--- src/rtl/mem_access_pkg.sv ---
// Shared encodings for the MEM stage: load/store info codes, FSM states and
// the load misalignment rule.
package mem_access_pkg;

  localparam logic [1:0] SN = 2'b00;
  localparam logic [1:0] SB = 2'b01;
  localparam logic [1:0] SH = 2'b10;
  localparam logic [1:0] SW = 2'b11;

  localparam logic [2:0] LB  = 3'b000;
  localparam logic [2:0] LH  = 3'b001;
  localparam logic [2:0] LW  = 3'b010;
  localparam logic [2:0] LBU = 3'b100;
  localparam logic [2:0] LHU = 3'b101;
  localparam logic [2:0] LN  = 3'b111;

  typedef enum logic [1:0] {
    MA_IDLE = 2'd0,
    MA_REQ  = 2'd1,
    MA_WAIT = 2'd2
  } ma_state_t;

  function automatic logic is_load(input logic [2:0] info);
    return info inside {LB, LBU, LH, LHU, LW};
  endfunction

  // Halfwords only straddle the word boundary at offset 3.
  function automatic logic load_misaligned(input logic [2:0] info, input logic [1:0] r);
    case (info)
      LH, LHU: return r == 2'b11;
      LW:      return r != 2'b00;
      default: return 1'b0;
    endcase
  endfunction

endpackage

--- src/rtl/mem_access_store_align.sv ---
// Replicates store data onto the byte lanes selected by the address remainder
// and flags stores that would cross a word boundary.
module mem_access_store_align
  import mem_access_pkg::*;
(
  input  logic [31:0] d,
  input  logic [1:0]  r,
  input  logic [1:0]  info_store,
  output logic [31:0] wdata,
  output logic [3:0]  be,
  output logic        misalign_st
);

  always_comb begin
    wdata       = 32'h0;
    be          = 4'b0000;
    misalign_st = 1'b0;
    case (info_store)
      SB: begin
        wdata = {4{d[7:0]}};
        be    = 4'b0001 << r;
      end
      SH: begin
        wdata       = {2{d[15:0]}} << {r, 3'b000};
        be          = 4'b0011 << r;
        misalign_st = (r == 2'b11);
      end
      SW: begin
        wdata       = d;
        be          = 4'b1111;
        misalign_st = (r != 2'b00);
      end
      default: ;
    endcase
  end

endmodule

--- src/rtl/mem_access.sv ---
// MEM pipeline stage: issues aligned loads/stores over a req/gnt/rvalid bus,
// stalls EX while busy and hands registered results to the load formatter.
module mem_access
  import mem_access_pkg::*;
#(
  parameter int TIMEOUT = 64
) (
  input  logic        clk,
  input  logic        rst,
  input  logic        ex_valid,
  output logic        ex_ready,
  input  logic [31:0] alu_result,
  input  logic [31:0] ex_wdata,
  input  logic [2:0]  info_load,
  input  logic [1:0]  info_store,
  input  logic [4:0]  ex_rd,
  output logic        dmem_req,
  output logic        dmem_we,
  output logic [31:0] dmem_addr,
  output logic [31:0] dmem_wdata,
  output logic [3:0]  dmem_be,
  input  logic        dmem_gnt,
  input  logic        dmem_rvalid,
  input  logic [31:0] dmem_rdata,
  output logic        wb_valid,
  output logic [31:0] addr_data,
  output logic [1:0]  addr_rem,
  output logic [2:0]  info_load_o,
  output logic [31:0] alu_result_o,
  output logic [4:0]  wb_rd,
  output logic        misalign,
  output logic        bus_err
);

  localparam logic [31:0] TIMEOUT_CYC = 32'(TIMEOUT);

  ma_state_t   state, state_nxt;
  logic [31:0] wait_cnt, wait_cnt_nxt;

  logic        ex_ready_nxt, dmem_req_nxt, dmem_we_nxt, wb_valid_nxt;
  logic [31:0] dmem_addr_nxt, dmem_wdata_nxt, addr_data_nxt, alu_result_o_nxt;
  logic [3:0]  dmem_be_nxt;
  logic [1:0]  addr_rem_nxt;
  logic [2:0]  info_load_o_nxt;
  logic [4:0]  wb_rd_nxt;
  logic        misalign_nxt, bus_err_nxt;

  logic [31:0] st_wdata;
  logic [3:0]  st_be;
  logic        st_mis;
  logic        is_store, is_ld, mem_op, mis;

  mem_access_store_align u_store_align (
    .d           (ex_wdata),
    .r           (alu_result[1:0]),
    .info_store  (info_store),
    .wdata       (st_wdata),
    .be          (st_be),
    .misalign_st (st_mis)
  );

  // A store wins over a simultaneous load, so only store alignment applies then.
  assign is_store = (info_store != SN);
  assign is_ld    = is_load(info_load);
  assign mem_op   = is_store || is_ld;
  assign mis      = is_store ? st_mis : (is_ld && load_misaligned(info_load, alu_result[1:0]));

  always_comb begin
    state_nxt        = state;
    wait_cnt_nxt     = wait_cnt;
    dmem_req_nxt     = dmem_req;
    dmem_we_nxt      = dmem_we;
    dmem_addr_nxt    = dmem_addr;
    dmem_wdata_nxt   = dmem_wdata;
    dmem_be_nxt      = dmem_be;
    wb_valid_nxt     = 1'b0;
    addr_data_nxt    = addr_data;
    addr_rem_nxt     = addr_rem;
    info_load_o_nxt  = info_load_o;
    alu_result_o_nxt = alu_result_o;
    wb_rd_nxt        = wb_rd;
    misalign_nxt     = misalign;
    bus_err_nxt      = bus_err;

    case (state)
      MA_IDLE: begin
        if (ex_valid) begin
          addr_rem_nxt     = alu_result[1:0];
          info_load_o_nxt  = is_store ? LN : info_load;
          alu_result_o_nxt = alu_result;
          wb_rd_nxt        = ex_rd;
          addr_data_nxt    = 32'h0;
          bus_err_nxt      = 1'b0;
          misalign_nxt     = mis;
          if (!mem_op || mis) begin
            wb_valid_nxt = 1'b1;
          end else begin
            dmem_req_nxt   = 1'b1;
            dmem_we_nxt    = is_store;
            dmem_addr_nxt  = {alu_result[31:2], 2'b00};
            dmem_wdata_nxt = is_store ? st_wdata : 32'h0;
            dmem_be_nxt    = is_store ? st_be : 4'b0000;
            state_nxt      = MA_REQ;
          end
        end
      end
      MA_REQ: begin
        if (dmem_gnt) begin
          dmem_req_nxt = 1'b0;
          if (dmem_we) begin
            wb_valid_nxt = 1'b1;
            state_nxt    = MA_IDLE;
          end else begin
            wait_cnt_nxt = 32'h0;
            state_nxt    = MA_WAIT;
          end
        end
      end
      MA_WAIT: begin
        wait_cnt_nxt = wait_cnt + 32'd1;
        if (dmem_rvalid) begin
          addr_data_nxt = dmem_rdata;
          wb_valid_nxt  = 1'b1;
          state_nxt     = MA_IDLE;
        end else if (TIMEOUT != 0 && (wait_cnt + 32'd1) == TIMEOUT_CYC) begin
          bus_err_nxt  = 1'b1;
          wb_valid_nxt = 1'b1;
          state_nxt    = MA_IDLE;
        end
      end
      default: state_nxt = MA_IDLE;
    endcase

    ex_ready_nxt = (state_nxt == MA_IDLE);
  end

  always_ff @(posedge clk) begin
    if (rst) begin
      state        <= MA_IDLE;
      wait_cnt     <= 32'h0;
      ex_ready     <= 1'b1;
      dmem_req     <= 1'b0;
      dmem_we      <= 1'b0;
      dmem_addr    <= 32'h0;
      dmem_wdata   <= 32'h0;
      dmem_be      <= 4'b0000;
      wb_valid     <= 1'b0;
      addr_data    <= 32'h0;
      addr_rem     <= 2'b00;
      info_load_o  <= 3'b000;
      alu_result_o <= 32'h0;
      wb_rd        <= 5'd0;
      misalign     <= 1'b0;
      bus_err      <= 1'b0;
    end else begin
      state        <= state_nxt;
      wait_cnt     <= wait_cnt_nxt;
      ex_ready     <= ex_ready_nxt;
      dmem_req     <= dmem_req_nxt;
      dmem_we      <= dmem_we_nxt;
      dmem_addr    <= dmem_addr_nxt;
      dmem_wdata   <= dmem_wdata_nxt;
      dmem_be      <= dmem_be_nxt;
      wb_valid     <= wb_valid_nxt;
      addr_data    <= addr_data_nxt;
      addr_rem     <= addr_rem_nxt;
      info_load_o  <= info_load_o_nxt;
      alu_result_o <= alu_result_o_nxt;
      wb_rd        <= wb_rd_nxt;
      misalign     <= misalign_nxt;
      bus_err      <= bus_err_nxt;
    end
  end

endmodule
--- config.mk ---
export PLATFORM = sky130hd
export DESIGN_NAME = mem_access
export DESIGN_NICKNAME = d
export VERILOG_FILES = /design/src/rtl/mem_access_pkg.sv /design/src/rtl/mem_access_store_align.sv /design/src/rtl/mem_access.sv
export SDC_FILE = /design/constraint.sdc
export NUM_CORES = 1
export LEC_CHECK = 0
export ABC_AREA = 1
export CAP_MARGIN = 20
export CORE_MARGIN = 8
export CORE_UTILIZATION = 24
export DETAILED_ROUTE_END_ITERATION = 8
export PLACE_DENSITY = 0.43
export SLEW_MARGIN = 40
export SYNTH_ARGS = -nofsm -noshare
export SYNTH_HDL_FRONTEND = slang
export SYNTH_SLANG_ARGS = --single-unit
export TNS_END_PERCENT = 1
--- constraint.sdc ---
create_clock -name clk -period 2.5 [get_ports clk]
set_clock_uncertainty 0.1 [all_clocks]
set_input_delay 0.5 -clock clk [delete_from_list [all_inputs] [get_ports clk]]
set_output_delay 0.5 -clock clk [all_outputs]
set_load 0.005 [all_outputs]
==> qor.csv, run 1 <==
metric;value;unit
status;finished clean;
Worst-path clk slew;0.08;ns
vias in the first global route;8631;
core area;34500;um^2
DR vias;8693;
setup total negative slack;0;ns
post-route ant nets;0;
WP data arrival;2.56;ns
worst IR drop on VDD;0.490;mV
DR pass1 iterations;5;
Die Area;41200;um^2
fin crit share;92.0;%
synth warn;0;
port buffer count;256;
type of the worst setup path;flop to flop;
Slew Limit Fails;0;
Net count, final;1599;
worst-case clock buffer depth;2;
RSZ-0062 raised after global routing;false;
Iter 0 DRT Violations;360;
# DRC;0;
layout cells sized above 1;9.30;%
Syn-to-layout area delta;46.5;%
CTS tree;done;
Seq/Total Area, Yosys;42.5;%
IO Count;259;
first-pass GRT wire length;52.2;mm
DR WL/cell;17.3;um
Critical Path Start Type;flop;
initial antenna violation count;3;
Netlist cell types;39;
Hold Path Class;flop to flop;
row cnt;68;
max frequency;435;MHz
Die Width;203;um
Crit. End Element;flop;
hold_buf cts;0;
HPWL after DPL;25.1;mm
#FFs+latches synth;178;
crit path launch;wait_cnt[1]$_SDFFE_PP0P_;
crit path max fanout;5;
Power Density;573;nW/um^2
Die Ht;203;um
largest net degree at the start of global routing;115;
worst relative slew slack;59.5;%
H-tree lvl count;4;
final setup vio count;0;
placer congestion estimate;0.808;
clk_lat worst skew;0.45;ns
final std cells w/o fill;1951;
worst slew pin tran;0.607;ns
WL final;33.8;mm
DR vias/cell;4.46;
clk sinks;178;
Num CTS Buffers;17;
Synth Cell Area;8380;um^2
worst hold start;wait_cnt[0]$_SDFFE_PP0P_;
Period minus WS final;2.30;ns
placed cells;1918;
Critical R2R Launch;wait_cnt[1]$_SDFFE_PP0P_;
Mean Syn Cell Area;6.81;um^2
Leakage;0.00475;uW
filler instances;3721;
CP Data Required Time;2.76;ns
Starting Density;24.3;%
Tot GR Track Use;16.2;%
total gr overflow;0;
Final Hold Violating Endpoints;0;
Root Buffer;clkbuf_16;
cell count after synthesis;1230;
maxcap violations;0;
Fin Hold WS;0.353;ns
==> cell type report <==
cell class                 instances  area [um^2]  area share [%]
multi-input combinational        922         4290            34.9
sequential                       178         3560            29.0
timing repair buffer             301         3010            24.5
tap                              455          569            4.64
clock buffer                      17          425            3.47
inverter                          62          233            1.90
clock inverter                    15          181            1.48
antenna                            1         2.50          0.0204
==> cells in the mapped netlist <==
library cell	n	area, um^2
buf_6	1	11.3
xnor2_1	1	8.76
nand2_4	3	33.8
buf_1	7	26.3
clkbuf_1	42	158
xor2_1	4	35.0
a21oi_2	2	17.5
nand2_1	369	1390
clkinv_1	1	3.75
o211a_1	1	10.0
inv_2	6	22.5
o21ai_1	14	70.1
nand3b_1	11	82.6
nor3_1	7	35.0
buf_4	11	82.6
nand2_2	17	106
nand4_1	5	31.3
nor2_2	11	68.8
nand3_1	34	170
o21ai_0	91	455
inv_1	55	206
and2_2	1	7.51
conb_1	1	3.75
a221oi_1	1	8.76
ha_1	6	75.1
nor2_1	161	604
a22oi_1	2	15.0
a21oi_1	156	781
a221o_1	4	40.0
nor2_4	7	78.8
dfxtp_1	178	3560
or2_2	1	6.26
a31oi_1	2	12.5
nand3_2	2	20.0
o31ai_1	1	7.51
buf_2	8	40.0
o221ai_1	1	8.76
nor2_8	4	80.1
a32oi_1	1	8.76
==> registers in the layout (all words and copies together), names as in the netlist, 2 cells and up <==
signal and cells:
info_load_o 3, dmem_be 4, state 2, addr_data 32, dmem_addr 30, wait_cnt 32, dmem_wdata 32, alu_result_o 31
wb_rd 5
==> per-layer routing <==
metal  vias up  GRT usage [%]  share of wire (%)
met1      4040           18.7                 42
met3        15           6.31                7.3
met4         0           3.13               0.97
li1       4477              -                  -
met2       161           28.1                 50
met5         -              0                  0
==> worst paths after layout <==
| check | end | slack (ns) | cells after the start |
|---|---|---|---|
| worst max-delay path | wb_valid$_SDFF_PP0_ | 0.20 | 15 |
| worst min-delay path | wait_cnt[0]$_SDFFE_PP0P_ | 0.35 | 1 |
| worst max register to register | wb_valid$_SDFF_PP0_ | 0.20 | 15 |
| worst min register to register | wait_cnt[0]$_SDFFE_PP0P_ | 0.35 | 1 |
==> cells in the final DEF, fill, tap and decap left out, types with 5 or more instances in the layout <==
| master | count |
|---|---|
| nand2_1 | 369 |
| nand3b_1 | 11 |
| nor2_2 | 13 |
| dfxtp_1 | 177 |
| o21ai_1 | 14 |
| clkbuf_16 | 17 |
| o21ai_0 | 91 |
| inv_1 | 53 |
| nor2_1 | 159 |
| nand2_2 | 17 |
| clkdlybuf4s50_1 | 255 |
| nand4_1 | 5 |
| nor3_1 | 7 |
| inv_2 | 8 |
| a21oi_1 | 155 |
| inv_8 | 5 |
| ha_1 | 5 |
| buf_4 | 37 |
| nand3_1 | 34 |
| buf_12 | 9 |
| nor2_4 | 7 |
==> through the flow <==
step / util, % / total power [uW] / cell area [um^2] / setup slack (ns)
final: 35.6 / 7030 / 12300 / 0.199
after detailed placement: 33.8 / 4350 / 11700 / -0.252
after floorplan: - / 3580 / 8390 / 0.355
after global routing: 35.6 / 7390 / 12300 / 0.0136
after CTS: 35.6 / 7160 / 12300 / 0.0680
after global placement: 33.8 / 4350 / 11700 / -0.147
==> critical path, stage by stage, from the launching register on <==
cell,delay (ns)
dfxtp_1,0.37
ha_2,0.21
inv_1,0.08
nor2_4,0.19
nand2_4,0.11
nor2_8,0.16
nand2_1,0.07
nand2_1,0.06
nand2_1,0.07
nor2_2,0.14
nand2_1,0.08
nor2_2,0.13
nand3_2,0.10
nand2_2,0.08
nand2_1,0.08
a21oi_4,0.17
==> power by group <==
group | switching [uW] | total, uW | leakage [uW] | internal, uW
clock | 1410 | 2770 | 0.000296 | 1360
combinational | 590 | 1200 | 0.00300 | 610
sequential | 82.4 | 3060 | 0.00145 | 2980
==> kinds of logic after synthesis <==
group | Yosys count | synth area share [%]
compound gates | 276 | 17.1
simple gates | 633 | 32.3
buf+inv | 131 | 6.57
flops | 178 | 42.5
fa+ha+maj | 6 | 0.896
xor+xnor | 5 | 0.522
other cells | 1 | 0.0447
==> repair_timing <==
action / CTS / global route
setup endpoints to repair: 0 / 2
gates resized for setup: 0 / 4
buffers inserted: 0 / 0
Note: power is estimated with default switching activity, not from simulation.
==> inputs of run 2 (changes only) <==
--- a/config.mk
+++ b/config.mk
@@ -10,9 +10,10 @@
 export CORE_MARGIN = 8
 export CORE_UTILIZATION = 24
 export DETAILED_ROUTE_END_ITERATION = 8
-export PLACE_DENSITY = 0.43
-export SLEW_MARGIN = 40
+export PLACE_DENSITY = 0.44
+export SLEW_MARGIN = 20
 export SYNTH_ARGS = -nofsm -noshare
 export SYNTH_HDL_FRONTEND = slang
+export SYNTH_HIERARCHICAL = 1
 export SYNTH_SLANG_ARGS = --single-unit
 export TNS_END_PERCENT = 1
==> qor.csv, run 2 <==
metric;value;unit;change
Reg area;3560;um^2;about the same
most frequent cells in the layout;nand2_1 (396), clkdlybuf4s50_1 (255), dfxtp_1 (178);;
Syn-to-layout area delta;44.7;%;
hold_buf cts;0;;unchanged
WP data arrival;2.63;ns;+0.07 ns
Post-CTS Setup Bufs;0;;unchanged
Hold Path Class;input port to flop;;
net switching power;1980;uW;-4.9%
Largest regs;addr_data (32), dmem_wdata (32), wait_cnt (32);;
DR WL/cell;16.9;um;-2.6%
type of the worst setup path;input port to flop;;
# DRC;0;;unchanged
Crit. End Element;flop;;
post-route ant nets;0;;unchanged
Num CTS Buffers;17;;unchanged
Power Density;563;nW/um^2;-1.7%
IO Count;259;;unchanged
ys flop type;dfxtp_1;;
Synth Area in XOR/XNOR;0.600;%;+0.077 points
area of the multi-input gates;4500;um^2;+4.9%
WL final;34.4;mm;+1.8%
Tot Pwr;7140;uW;+1.5%
top post-synthesis cells by area;dfxtp_1 (41%), nand2_1 (17%), a21oi_1 (9.8%);;
most common cell after layout, fill and taps aside;nand2_1;;
filler instances;3936;;+5.8%
Die Width;207;um;+2.1%
Synth area leader;dfxtp_1;;
Synth Cell Area;8760;um^2;+4.5%
CTS tree;done;;
Final Hold Violating Endpoints;0;;unchanged
Die Area;42900;um^2;+4.2%
largest net degree at the start of global routing;68;;-41%
RSZ-0062 raised after global routing;false;;
max frequency;424;MHz;-2.5%
Tot GR Track Use;15.8;%;-0.40 points
DR vias/cell;4.47;;+0.28%
worst-case clock buffer depth;2;;unchanged
row cnt;70;;+2.9%
core area;36300;um^2;+5.2%
layout cells sized above 1;9.10;%;-0.20 points
Period minus WS final;2.36;ns;+0.0602 ns
port buffer count;256;;unchanged
Layout Utilization;35.0;%;-0.67 points
Root Buffer;clkbuf_16;;
vias in the first global route;9315;;+7.9%
cell with the most instances after synthesis;nand2_1;;
Starting Density;24.2;%;-0.16 points
crit path max fanout;18;;+13
Leakage;0.00476;uW;+0.24%
total gr overflow;0;;unchanged
Seq/Total Area, Yosys;40.7;%;-1.8 points
Simple-Gate Fraction of Synth Area;34.6;%;+2.3 points
Yosys top cell area share;40.7;%;-1.8 points
Fin Hold WS;0.345;ns;-0.00818 ns
post-route cell area;12700;um^2;+3.2%
sw frac;27.7;%;-1.8 points
Post-Synth Adder-Cell Area;1.00;%;+0.10 points
Die Ht;207;um;+2.1%
Critical Path Start Type;input port;;
DR vias;9115;;+4.9%
initial antenna violation count;3;;unchanged
worst IR drop on VDD;0.533;mV;+8.8%
HPWL after DPL;25.7;mm;+2.3%
Mean Syn Cell Area;6.67;um^2;-2.1%
Comb pwr share;16.8;%;-0.3 points
Netlist cell types;38;;-2.6%
Worst-path clk slew;0.07;ns;about the same
internal power;5160;uW;+4.1%
synth warn;6;;+6
number of flops mapped to enable cells by yosys;0;;unchanged
Slew Limit Fails;0;;unchanged
DR pass1 iterations;5;;unchanged
fin crit share;94.4;%;+2.4 points
power share of the clock group;40.7;%;+1.3 points
#FFs+latches synth;178;;unchanged
cell count after synthesis;1313;;+6.7%
H-tree lvl count;4;;unchanged
placed inst area;12000;um^2;+3.3%
Net count, final;1677;;+4.9%
clk_lat worst skew;0.45;ns;about the same
Iter 0 DRT Violations;522;;+45%
maxcap violations;0;;unchanged
final setup vio count;0;;unchanged
mux share of post-synthesis cell area;0;%;unchanged
first-pass GRT wire length;54.3;mm;+4.0%
placer congestion estimate;0.817;;+1.2%
main combinational cell family by area after synthesis;simple AND/OR/NAND/NOR gates;;
CP Data Required Time;2.77;ns;about the same
status;finished clean;;
leading cell types by count after synthesis;nand2_1 (396), dfxtp_1 (178), a21oi_1 (172);;
CTS resizes;0;;unchanged
sequential fraction of design power;42.5;%;-1.1 points
Diodes inserted;0;;-1
compound-cell area share of the yosys netlist;14.7;%;-2.5 points
ys async rst share;0;%;unchanged
clk sinks;178;;unchanged
## run 2: critical path, cell delays in order
cell and delay [ns]:
clkdlybuf4s50_1 0.42, buf_4 0.14, ha_1 0.22, o21ai_0 0.10
o31ai_1 0.12, o22ai_1 0.35, nand3_4 0.13, inv_2 0.14
buf_4 0.26, nand3_1 0.10, a21oi_1 0.15
## run 2: power by group through the flow
stage / clock, uW / sequential, uW / combinational [uW]
after global routing: 3130 / 3050 / 1330
after detailed placement: 0 / 3100 / 1210
after global placement: 0 / 3090 / 1220
after floorplan: 0 / 3090 / 485
final: 2900 / 3030 / 1200
after CTS: 3000 / 3030 / 1220
## run 2: per-layer routing
metal  share of wire (%)  wire (um)  global-route usage (%)
met5               0.079         27                       0
met3                 9.3       3200                    7.34
met2                  46      15800                    25.7
met4                0.99        342                    3.50
met1                  44      15000                    18.8
## run 2: cells by family (layout without fill, tap and decap cells)
group / after synthesis / after routing
adder cells (fa/ha/maj): 7 / 7
buffers and inverters: 161 / 419
flip-flops: 178 / 178
XOR/XNOR: 6 / 6
other: 1 / 2
AND/OR/NAND/NOR: 709 / 709
AO/OA/AOI/OAI: 251 / 251
## run 2: through the flow
step / TNS, ns / instances / worst slack, ns
4_1_cts: 0 / 2040 / 0.110
3_3_place_gp: -7.75 / 2008 / -0.169
3_5_place_dp: -14.74 / 2008 / -0.289
5_1_grt: 0 / 2040 / 0.0190
2_1_floorplan: 0 / 1314 / 0.185
6_report: 0 / 2040 / 0.139
## run 2: final cells by class
class / instances / area share, %
Tap cell: 468 / 4.62
Multi-Input combinational cell: 975 / 35.5
Sequential cell: 178 / 28.1
Inverter: 79 / 2.36
Clock buffer: 17 / 3.36
Timing Repair Buffer: 308 / 24.5
Clock inverter: 15 / 1.59
## run 2: path summary, 6_finish.rpt
check / from / endpoint / slack (ns) / cells after the start
min: rst / addr_data[26]$_SDFFE_PP0P_ / 0.34 / 2
max reg2reg: wait_cnt[1]$_SDFFE_PP0P_ / ex_ready$_SDFF_PP1_ / 0.25 / 15
max: info_store[0] / dmem_wdata[12]$_SDFFE_PP0P_ / 0.14 / 11
min reg2reg: bus_err$_SDFFE_PP0P_ / bus_err$_SDFFE_PP0P_ / 0.36 / 2
